**src/rtl/fp_add_arbiter.sv**
```systemverilog
// Round-robin arbiter that hands one requester at a time to a shared FP16 adder,
// latching its operands and returning the sum (or a timeout abort) with a done pulse.
module fp_add_arbiter #(
  parameter int DATA_WIDTH = 16,
  parameter int NUM_REQ    = 4,
  parameter int TIMEOUT    = 64
) (
  input  logic                          clk,
  input  logic                          reset,
  input  logic [NUM_REQ-1:0]            req,
  input  logic [NUM_REQ*DATA_WIDTH-1:0] req_a,
  input  logic [NUM_REQ*DATA_WIDTH-1:0] req_b,
  output logic [NUM_REQ-1:0]            gnt,
  output logic [NUM_REQ-1:0]            done,
  output logic                          err,
  output logic [DATA_WIDTH-1:0]         result_out,
  output logic                          busy,
  output logic                          add_en,
  output logic [DATA_WIDTH-1:0]         add_a,
  output logic [DATA_WIDTH-1:0]         add_b,
  input  logic                          add_ready,
  input  logic [DATA_WIDTH-1:0]         add_result
);

  localparam int IW = $clog2(NUM_REQ);
  localparam int CW = (TIMEOUT > 1) ? $clog2(TIMEOUT) : 1;

  localparam logic [1:0] IDLE  = 2'd0;
  localparam logic [1:0] ISSUE = 2'd1;
  localparam logic [1:0] WAIT  = 2'd2;
  localparam logic [1:0] DONE  = 2'd3;

  localparam logic [IW-1:0]      LAST_IDX = IW'(NUM_REQ - 1);
  localparam logic [CW-1:0]      CNT_MAX  = CW'(TIMEOUT - 1);
  localparam logic [NUM_REQ-1:0] ONE_HOT0 = {{(NUM_REQ-1){1'b0}}, 1'b1};

  logic [1:0]            state;
  logic [IW-1:0]         ptr;
  logic [IW-1:0]         winner;
  logic [IW-1:0]         pick;
  logic [IW-1:0]         idx;
  logic                  pick_valid;
  logic [CW-1:0]         cnt;
  logic [DATA_WIDTH-1:0] a_arr [NUM_REQ];
  logic [DATA_WIDTH-1:0] b_arr [NUM_REQ];

  for (genvar g = 0; g < NUM_REQ; g++) begin : g_unpack
    assign a_arr[g] = req_a[g*DATA_WIDTH +: DATA_WIDTH];
    assign b_arr[g] = req_b[g*DATA_WIDTH +: DATA_WIDTH];
  end

  // Scan downward from ptr+NUM_REQ-1 to ptr so the last hit written is the first set bit at or after ptr.
  always_comb begin
    pick       = '0;
    idx        = '0;
    pick_valid = |req;
    for (int k = NUM_REQ - 1; k >= 0; k--) begin
      idx  = IW'((int'(ptr) + k) % NUM_REQ);
      pick = req[idx] ? idx : pick;
    end
  end

  // Transaction FSM; all outputs are registered and change together with the state.
  always_ff @(posedge clk or negedge reset) begin
    if (!reset) begin
      state      <= IDLE;
      ptr        <= '0;
      winner     <= '0;
      cnt        <= '0;
      gnt        <= '0;
      done       <= '0;
      err        <= 1'b0;
      busy       <= 1'b0;
      add_en     <= 1'b0;
      add_a      <= '0;
      add_b      <= '0;
      result_out <= '0;
    end else begin
      case (state)
        IDLE: begin
          if (pick_valid) begin
            state  <= ISSUE;
            winner <= pick;
            gnt    <= ONE_HOT0 << pick;
            add_a  <= a_arr[pick];
            add_b  <= b_arr[pick];
            add_en <= 1'b1;
            busy   <= 1'b1;
          end
        end
        ISSUE: begin
          state  <= WAIT;
          add_en <= 1'b0;
          cnt    <= '0;
        end
        WAIT: begin
          // A ready arriving on the timeout cycle still delivers its sum.
          if (add_ready) begin
            state      <= DONE;
            result_out <= add_result;
            done       <= gnt;
          end else if (cnt == CNT_MAX) begin
            state      <= DONE;
            result_out <= '0;
            done       <= gnt;
            err        <= 1'b1;
          end else begin
            cnt <= cnt + CW'(1);
          end
        end
        DONE: begin
          state <= IDLE;
          done  <= '0;
          err   <= 1'b0;
          gnt   <= '0;
          busy  <= 1'b0;
          add_a <= '0;
          add_b <= '0;
          cnt   <= '0;
          ptr   <= (winner == LAST_IDX) ? '0 : winner + IW'(1);
        end
        default: begin
          state  <= IDLE;
          gnt    <= '0;
          done   <= '0;
          err    <= 1'b0;
          busy   <= 1'b0;
          add_en <= 1'b0;
          add_a  <= '0;
          add_b  <= '0;
          cnt    <= '0;
        end
      endcase
    end
  end

endmodule
```
**config.mk**
```make
export PLATFORM = sky130hd
export DESIGN_NAME = fp_add_arbiter
export DESIGN_NICKNAME = d
export VERILOG_FILES = /design/src/rtl/fp_add_arbiter.sv
export SDC_FILE = /design/constraint.sdc
export NUM_CORES = 1
export LEC_CHECK = 0
export CAP_MARGIN = 10
export CORE_ASPECT_RATIO = 0.75
export CORE_MARGIN = 5
export CORE_UTILIZATION = 30
export CTS_CLUSTER_DIAMETER = 50
export DETAILED_ROUTE_END_ITERATION = 8
export SYNTH_ARGS = -nofsm -noshare
export SYNTH_HDL_FRONTEND = slang
export SYNTH_SLANG_ARGS = --single-unit
export TNS_END_PERCENT = 20
```
**constraint.sdc**
```tcl
create_clock -name clk -period 3.7 [get_ports clk]
set_input_delay 0.74 -clock clk [delete_from_list [all_inputs] [get_ports clk]]
set_output_delay 0.74 -clock clk [all_outputs]
set_load 0.01 [all_outputs]
```
# Yosys cells after proc, flatten, opt, wreduce, memory -nomap -nowiden
# Cells that the tools add are included.
# word_totals
regBits	71
latch_bits	0
mem_bits_rw	0
mem_bits_ro	0
out_inout_bits	59
word_cells	93
memories	0
# classes
add_sub_neg	5
n_mul	0
div	0
order_cmp	5
eq_ne	10
shifts	1
mux	43
bitwise_logic	1
reduce_logical	16
# ops
cell	count
$mux W16	8
$bmux W16 S2	2
$pmux W16 S2	2
$mux W2	8
$pmux W4 S2	2
$lt A2 B3 Y1 const B	4
$mux W4	3
$mux W6	2
$pmux W6 S2	1
$reduce_and A2 Y1	6
$reduce_bool A2 Y1	5
$bmux W1 S2	4
$ne A2 B2 Y1 const B	4
$pmux W2 S4	1
$mux W1	7
$add A6 B1 Y6 const B	1
$eq A2 B2 Y1 const B	3
$eq A6 B6 Y1 const B	1
$pmux W1 S2	3
$reduce_and A3 Y1	2
$add A2 B1 Y2 const B	2
$add A2 B2 Y2 const B	2
$reduce_or A4 Y1	1
$shl A1 B2 Y4 const A	1
other kinds (6)	6

# Depth between registers and ports, before layout
# Gate-level depths: netlist of the first run.
# logic_depth
depth_word	13
ltp_mapped	8

# Worst setup path after synthesis of the first run
# OpenSTA, ideal clock, no wires.
# synth_path
path_type	input-to-reg
start	in req[0]
end	reg add_a[15]
t_arrival_ns	1.865
setup_slack_ns	1.703
path_stages	7
n_path_buf	2
cell_sequence	inv_2 > o221a_1 > o22ai_4 > buf_6 > buf_8 > mux2i_1 > o221ai_2
# synth_via
elab_chain_cells	12
elab_cells_between_ends	21
classes_between	eq/ne: 1; mux: 17; bitwise: 1; reduce/logical: 2
# synth_rtl
element	line	source
start, declared	10	input logic [NUM_REQ-1:0] req,
$bmux W1 S2	59	pick = req[idx] ? idx : pick;
$mux W1 (implied by the code)	59	
$mux W2 (4 in a row)	59	
$not A2 Y3 (implied by the code)	85	add_a <= a_arr[pick];
$bmux W16 S2	85	
$mux W16 (implied by the code) (2 in a row)	85	
$mux W16	81	if (pick_valid) begin
$pmux W16 S2	79	case (state)
end signal, assigned	85	
end, declared	19	output logic [DATA_WIDTH-1:0] add_a,
# Parallel ways exist; a longest one is shown, timed or not. The select of a mux whose other input is x is not followed.
# A chain may end at the register's enable or synchronous reset.

# Worst setup path after layout of the first run
# layout_path
start	in req[0]
end	reg add_b[0]
# layout_via
elab_chain_cells	12
elab_cells_between_ends	21
classes_between	eq/ne: 1; mux: 17; bitwise: 1; reduce/logical: 2
# layout_rtl
element	line	source
$bmux W1 S2	59	
$mux W1 (implied by the code)	59	
$mux W2 (4 in a row)	59	
$not A2 Y3 (implied by the code)	86	add_b <= b_arr[pick];
$bmux W16 S2	86	
$mux W16 (implied by the code) (2 in a row)	86	
$mux W16	81	
$pmux W16 S2	79	
end signal, assigned	86	
end, declared	20	output logic [DATA_WIDTH-1:0] add_b,
# Parallel ways exist; a longest one is shown, timed or not. The select of a mux whose other input is x is not followed.

==> results of run 1 <==
[sequential cells by signal (all words and copies together), names as in the netlist]
register,flops
state,2
add_a,16
err,1
add_b,16
busy,1
gnt,4
add_en,1
done,4
ptr,2
result_out,16
winner,2
cnt,6
[routing by layer]
layer,up-vias,share of wire
li1,1697,-
met1,1655,0.41
met2,111,0.51
met3,14,0.059
met4,0,0.019
met5,-,0
[path summary, 6_finish.rpt]
check                      cells past startpoint  slack (ns)             to  startpoint
setup reg to reg                               6        1.56       state[1]    state[0]
setup / recovery                               7        1.08       add_b[0]      req[0]
hold reg to reg                                1        0.48           busy        busy
min in group asynchronous                      1        0.51       add_a[1]       reset
max in group asynchronous                      1        2.56  result_out[2]       reset
hold / removal                                 1        0.48           busy        busy
[through the flow]
stage                     hold WS [ns]  instance area (um2)
after floorplan                 0.4444                 3964
after global placement          0.4698                 6187
after detailed placement        0.4720                 6187
after CTS                       0.4856                 6466
after global routing            0.5067                 6466
final                           0.4803                 6466
[power by group]
part | internal, mW | switching (mW)
registers | 1.08 | 0.208
clock network | 0.514 | 0.330
logic | 1.22 | 1.16
total | 2.82 | 1.70
[area by class of cell]
type                            instances  area, um2
Clock buffer                           10      229.0
Fill cell                            1157       6506
Clock inverter                          5      50.05
Sequential cell                        71       1777
Multi-Input combinational cell        239       2007
Timing Repair Buffer                  216       2167
Inverter                                6      22.52
Tap cell                              171      214.0
[placed cells by master, fill, tap and decap left out, types with 2 or more instances in the layout]
| cell type | count |
|---|---|
| nor2b_1 | 3 |
| ha_1 | 6 |
| buf_4 | 6 |
| and3_1 | 4 |
| inv_2 | 3 |
| o221ai_1 | 4 |
| nand2_1 | 50 |
| o21ai_1 | 9 |
| mux2_2 | 2 |
| dfrtp_1 | 71 |
| inv_1 | 3 |
| nand2b_2 | 2 |
| o22ai_1 | 2 |
| clkinv_2 | 4 |
| nand3_1 | 6 |
| clkdlybuf4s50_1 | 208 |
| mux2i_1 | 64 |
| a21o_1 | 3 |
| a21oi_1 | 5 |
| a22oi_1 | 3 |
| a32o_1 | 4 |
| buf_12 | 2 |
| mux2_1 | 2 |
| clkbuf_16 | 9 |
| o221ai_2 | 28 |
| o31ai_1 | 2 |
| o2bb2ai_1 | 4 |
| nor2_1 | 6 |
| a22o_1 | 16 |
[cell families (layout without fill, tap and decap cells)]
family,Yosys count,count (layout),synth area share
multiplexers,68,68,0.1730
flip-flops,71,71,0.4482
buffers and inverters,28,237,0.04798
AND/OR/NAND/NOR,78,78,0.08870
adder cells (fa/ha/maj),6,6,0.01894
AO/OA/AOI/OAI,87,87,0.2232
==> out/metrics.cfg, run 1 <==
[status]
run_status=complete, no violations

[clocking]
cts_tree=yes
cts-resized-gates=0
h-tree-depth=3
holdBufCountCts=0
clock_path_buffers=2
cts-root-buf=clkbuf_16
cts_setup_buffers=0
clock_latency_ns=0.33
cts.sinks=71
cts.clk_slew.worst_paths_ns=0.06
cts_buffers=9

[die]
die_x_um=142.7
ios=210
start_util=0.3056
dieArea_um2=15640
core_um2=12970
dieHeight_um=109.5
row_count=36

[hold_path]
holdCritPathClass=flop to flop

[timing]
fin_ws_ns=1.076
worstMarginPinSlew_ns=1.037
hold_viol_final=0
fin_crit_ns=2.624
finalMaxSlewViolations=0
finClkSkew_ns=0.004201
period_share=0.7093
rsz0062_at_grt=false
tns_ns=0
max_freq_mhz=381.1
slew_headroom=0.3058
setup_viol=0

[logic_synthesis]
ys_types=45
synth_edf_count=0
synth_top_area_cell=dfrtp_1
synth_nets=495
yosysMostFrequentCell=dfrtp_1
postSynthCellCount=338
ys.warnings.count=0
synthTopCellsByCount=71 x dfrtp_1, 64 x mux2i_1, 50 x nand2_1
avgSynthCellArea_um2=11.73
ys.flop_type=dfrtp_1
syn-cell-area_um2=3964
synthTopCellsByArea=dfrtp_1 45%, mux2i_1 16%, o221ai_2 11%
asyncSetResetFlopFracSynth=1.000
synth_seq_cells=71
synth.yosys.seq_area_share=0.4482
synth_top_area_share=0.4482

[placement]
dp_cells=703
gp_congestion=0.8206
numPortBuffers=209
place_ws_ns=0.7313
hpwl_um=10080

[drt]
antenna_left=0
route.vias.total=3477
first_iter_violations=210
wl_um=13160
viasPerCell=4.843
drc=0
wl_per_cell_um=18.33
firstDrtPassIters=4

[critical_path]
path_delay_family=buffers and inverters
path_buf_inv=3
startpoint_type=input pin
critPathMaxFanout=26
critPathRequiredTime_ns=3.90
cpPeakStageDelay_ns=0.56
crit_chain=clkdlybuf4s50_1, inv_2, o221a_1, o22ai_4, buf_12, mux2i_1, o221ai_2
crit_type=input pin to flop
cp-end-kind=flop
worstPathArrival_ns=2.82
crit_slowest_cell=clkdlybuf4s50_1

[power]
peakVddDrop_mv=0.3516
power_density_nw_per_um2=698.5
total_power_mw=4.517
power_leakage_nw=2.788

[global_route]
grt_start_max_net_pins=72
overflow=0
grtUsageMet3=0.05130
grt_usage=0.1641
grt_pass1_wl_um=19950
antenna_found_initial=0
met2_usage=0.2818
grt_pass1_vias=3684
met1_usage=0.2015
busiest_layer=met2

[job]
cap_violations=0

[layout]
post-route-util=0.4985
drive_above_1_share=0.1170
stdcell_count=718
area_growth_pct=63.13
final_nets=700
num_antenna_cells=0

(Power assumes the default switching activity.)
==> run 2, diff against run 1 <==
==> constraint.sdc (replaced) <==
create_clock -name clk -period 2.6 [get_ports clk]
set_input_delay 0.52 -clock clk [delete_from_list [all_inputs] [get_ports clk]]
set_output_delay 0.52 -clock clk [all_outputs]
set_load 0.01 [all_outputs]
==> out/metrics.cfg, run 2 (synthesized netlist as in run 1, its figures left out) <==
[drt]
viasPerCell=4.906  ; +1.3%
wl_um=13210  ; +0.36%
first_iter_violations=94  ; -55%
route.vias.total=3606  ; +3.7%
antenna_left=0  ; unchanged
wl_per_cell_um=17.98  ; -2.0%
drc=0  ; unchanged
firstDrtPassIters=5  ; +1

[layout]
area_growth_pct=68.84
stdcell_count=735  ; +2.4%
n_fill_cell=1126  ; -2.7%
drive_above_1_share=0.1436  ; +0.02662
layout_commonest_cell=clkdlybuf4s50_1
reg.largest.list=add_a: 16 flops, add_b: 16 flops, result_out: 16 flops
num_antenna_cells=0  ; unchanged
final_cell_mix=208 x clkdlybuf4s50_1, 71 x dfrtp_1, 64 x mux2i_1, 50 x nand2_1, 28 x o221ai_2
post-route-util=0.5159  ; +0.01746
final_area_um2=6693  ; +3.5%
final_nets=716  ; +2.3%

[clocking]
cts_tree=yes
cts_buffers=9  ; unchanged
cts.clk_slew.worst_paths_ns=0.06  ; about the same
cts_setup_buffers=0  ; unchanged
h-tree-depth=3  ; unchanged
clock_path_buffers=2  ; unchanged
cts-root-buf=clkbuf_16
holdBufCountCts=0  ; unchanged
clock_latency_ns=0.33  ; about the same
cts.sinks=71  ; unchanged
cts-resized-gates=0  ; unchanged

[global_route]
met2_usage=0.2855  ; +0.003686
grtUsageMet3=0.04913  ; -0.002174
antenna_found_initial=0  ; unchanged
grt_usage=0.1656  ; +0.001409
busiest_layer=met2
overflow=0  ; unchanged
grt_pass1_wl_um=20110  ; +0.80%
grt_pass1_vias=3828  ; +3.9%
met1_usage=0.2029  ; +0.001405
grt_start_max_net_pins=39  ; -46%

[power]
power_density_nw_per_um2=1006  ; +44%
peakVddDrop_mv=0.4505  ; +28%
power_leakage_nw=2.913  ; +4.5%
total_power_mw=6.735  ; +49%

[critical_path]
crit_slowest_cell=clkdlybuf4s50_1
r2r_cells=6  ; unchanged
worstPathArrival_ns=2.41  ; -0.41 ns
cpPeakStageDelay_ns=0.56  ; about the same
critPathMaxFanout=21  ; -19%
critPathRequiredTime_ns=2.80  ; -1.10 ns
startpoint_type=input pin
crit_type=input pin to flop
cp-end-kind=flop
crit_chain=clkdlybuf4s50_1, inv_2, o221a_1, o22ai_4, buf_12, buf_4, mux2i_1, o221ai_2

[job]
cap_violations=0  ; unchanged

[timing]
worstMarginPinSlew_ns=0.6057  ; -0.4317 ns
slew_headroom=0.5962  ; +0.2904
tns_ns=0  ; unchanged
fin_ws_ns=0.3954  ; -0.6804 ns
finalMaxSlewViolations=0  ; unchanged
period_share=0.8479
hold_viol_final=0  ; unchanged
setup_viol=0  ; unchanged
whs_ns=0.1587  ; -0.3216 ns
fin_crit_ns=2.205
finClkSkew_ns=0.005537  ; +0.001336 ns
max_freq_mhz=453.6
rsz0062_at_grt=false

[die]
die_x_um=142.7  ; unchanged
core_um2=12970  ; unchanged
dieHeight_um=109.5  ; unchanged
start_util=0.3056  ; unchanged
dieArea_um2=15640  ; unchanged
row_count=36  ; unchanged
ios=210  ; unchanged

[status]
run_status=complete, no violations

[placement]
dp_cells=719  ; +2.3%
gp_congestion=0.7930  ; -3.4%
hpwl_um=10410  ; +3.3%
numPortBuffers=209  ; unchanged
placed_area_um2=6382  ; +3.2%
place_ws_ns=0.004341  ; -0.7269 ns

[hold_path]
holdCritPathClass=input pin to async pin

==> run 2: final timing paths <==
| path | start | endpoint | slack (ns) |
|---|---|---|---|
| min | reset | add_a[1] | 0.16 |
| min reg2reg | busy | busy | 0.49 |
| max reg2reg | state[0] | state[1] | 0.49 |
| max in group asynchronous | reset | add_b[14] | 1.82 |
| min in group clk | busy | busy | 0.49 |
| max | req[0] | add_b[0] | 0.40 |
==> run 2: critical path: cells and delay by family <==
family	cells	cell delay (ns)
AOI/OAI and AO/OA	3	0.59
buffers and inverters	4	0.96
muxes	1	0.32
==> run 2: routing by layer <==
layer / part of all wire / vias to the layer above
met2: 0.52 / 103
met4: 0.017 / 0
met3: 0.058 / 19
met5: 0 / -
li1: - / 1725
met1: 0.40 / 1759
==> run 2: final cells by class <==
| class | instances | area (um2) | share of cell area |
|---|---|---|---|
| clock inverters | 3 | 40.04 | 0.005982 |
| inverters | 6 | 22.52 | 0.003365 |
| flip-flops and latches | 71 | 1777 | 0.2655 |
| repair buffers | 232 | 2362 | 0.3530 |
| multi-input cells | 239 | 2007 | 0.2999 |
| clock buffers | 13 | 270.3 | 0.04038 |
| well taps | 171 | 214.0 | 0.03197 |
==> run 2: power breakdown <==
part,switching (mW),internal (mW),total (mW)
registers,0.283,1.54,1.83
logic,1.69,1.94,3.63
clock network,0.460,0.818,1.28
total,2.43,4.30,6.74
==> run 3, diff against run 2 <==
--- a/config.mk
+++ b/config.mk
@@ -11,6 +11,7 @@
 export CORE_UTILIZATION = 30
 export CTS_CLUSTER_DIAMETER = 50
 export DETAILED_ROUTE_END_ITERATION = 8
+export PLACE_DENSITY = 0.66
 export SYNTH_ARGS = -nofsm -noshare
 export SYNTH_HDL_FRONTEND = slang
 export SYNTH_SLANG_ARGS = --single-unit
==> constraint.sdc (replaced) <==
create_clock -name clk -period 1.8 [get_ports clk]
set_input_delay 0.36 -clock clk [delete_from_list [all_inputs] [get_ports clk]]
set_output_delay 0.36 -clock clk [all_outputs]
set_load 0.01 [all_outputs]
==> out/metrics.cfg, run 3 (synthesized netlist as in run 1, its figures left out) <==
[status]
run_status=complete, no violations

[global_route]
grtUsageMet3=0.04391  ; -0.005217
grt_start_max_net_pins=31  ; -21%
met2_usage=0.2755  ; -0.01005
overflow=0  ; unchanged
grt_pass1_vias=4020  ; +5.0%
grt_usage=0.1654  ; -0.0001712
busiest_layer=met2
antenna_found_initial=0  ; unchanged
met1_usage=0.2119  ; +0.009045
grt_pass1_wl_um=20520  ; +2.0%

[timing]
finClkSkew_ns=0.006712  ; +0.001175 ns
whs_ns=0.4826  ; +0.3239 ns
hold_viol_final=0  ; unchanged
finalMaxSlewViolations=0  ; unchanged
worstMarginPinSlew_ns=0.5841  ; -0.02153 ns
rsz0062_at_grt=true
tns_ns=0  ; unchanged
period_share=0.9793
setup_viol=0  ; unchanged
slew_headroom=0.6106  ; +0.01435
fin_ws_ns=0.03734  ; -0.3580 ns
max_freq_mhz=567.3
fin_crit_ns=1.763

[layout]
final_nets=741  ; +3.5%
layout_commonest_cell=clkdlybuf4s50_1
stdcell_count=760  ; +3.4%
drive_above_1_share=0.2360  ; +0.09238
reg.largest.list=add_a: 16 flops, add_b: 16 flops, result_out: 16 flops
num_antenna_cells=0  ; unchanged
final_cell_mix=204 x clkdlybuf4s50_1, 71 x dfrtp_1, 50 x nand2_1, 36 x mux2i_1, 32 x buf_4
area_growth_pct=79.89

[clocking]
clock_path_buffers=2  ; unchanged
cts.sinks=71  ; unchanged
h-tree-depth=3  ; unchanged
cts_tree=yes
clock_latency_ns=0.33  ; about the same
cts_buffers=9  ; unchanged
cts.clk_slew.worst_paths_ns=0.06  ; about the same
cts-root-buf=clkbuf_16

[critical_path]
critPathRequiredTime_ns=2.00  ; -0.80 ns
worstPathArrival_ns=1.97  ; -0.44 ns
startpoint_type=flop
cp-end-kind=flop
critPathMaxFanout=8  ; -62%
crit_type=flop to flop

[drt]
wl_per_cell_um=17.58  ; -2.2%
wl_um=13360  ; +1.1%
first_iter_violations=142  ; +51%
drc=0  ; unchanged
route.vias.total=3736  ; +3.6%
antenna_left=0  ; unchanged
viasPerCell=4.916  ; +0.20%
firstDrtPassIters=4  ; -1

[die]
start_util=0.3056  ; unchanged
dieHeight_um=109.5  ; unchanged
dieArea_um2=15640  ; unchanged
core_um2=12970  ; unchanged
row_count=36  ; unchanged
ios=210  ; unchanged
die_x_um=142.7  ; unchanged

[power]
power_leakage_nw=2.983  ; +2.4%
power_density_nw_per_um2=1474  ; +46%
peakVddDrop_mv=0.7331  ; +63%
total_power_mw=10.51  ; +56%

[placement]
gp_congestion=0.8195  ; +3.3%
dp_cells=740  ; +2.9%
numPortBuffers=209  ; unchanged
hpwl_um=10450  ; +0.45%
place_ws_ns=-0.4980  ; -0.5023 ns

[hold_path]
holdCritPathClass=flop to flop

[job]
cap_violations=0  ; unchanged

## run 3: timing repair
item / 4_1_cts / 5_1_grt
buffers inserted: 1 / 1
hold buffers: 1 / 0
pin swaps: 2 / 10
gates cloned: 1 / 1
endpoints found under the hold margin: 27 / 0
endpoints found under the setup margin: 32 / 27
gates resized for setup: 12 / 45
## run 3: final cells by class
| cell class | count | area (um2) |
|---|---|---|
| timing repair buffer | 257 | 2623 |
| sequential | 71 | 1777 |
| clock inverter | 7 | 71.32 |
| inverter | 6 | 22.52 |
| fill | 1112 | 5842 |
| tap | 171 | 214.0 |
| clock buffer | 9 | 225.2 |
| multi-input combinational | 239 | 2198 |
## run 3: worst max-delay path, stage by stage (launching register included)
cell	delay (ns)
dfrtp_1	0.41
o221a_1	0.28
o22ai_4	0.23
buf_12	0.18
buf_4	0.17
mux2i_2	0.25
o221ai_2	0.11
## run 3: final timing paths
kind                             endpoint      from  cells after the start  slack, ns
max                              add_b[8]    ptr[0]                      6       0.04
min                              add_a[9]  add_a[9]                      2       0.48
max reg2reg                      add_b[8]    ptr[0]                      6       0.04
min reg2reg                      add_a[9]  add_a[9]                      2       0.48
max in group asynchronous       add_a[13]     reset                      3       0.76
min in group asynchronous  result_out[15]     reset                      2       0.49
## run 3: metrics by stage
| step | instance area, um2 | util |
|---|---|---|
| after global routing | 7131 | 0.5497 |
| after global placement | 6540 | 0.5041 |
| after floorplan | 3964 | - |
| after CTS | 6915 | 0.5331 |
| after detailed placement | 6540 | 0.5041 |
| final | 7131 | 0.5497 |
## run 3: routing by layer
layer / share of wire / wire (um)
met1: 0.43 / 5718
met2: 0.49 / 6603
met3: 0.062 / 833
met4: 0.015 / 201
met5: 0 / 0
## run 3: power breakdown
part | switching (mW) | total [mW] | leakage (nW) | internal (mW)
Sequential | 0.418 | 2.65 | 0.918 | 2.23
Clock | 0.702 | 1.77 | 0.138 | 1.07
Combinational | 2.68 | 6.09 | 1.93 | 3.41
Total | 3.80 | 10.5 | 2.98 | 6.71
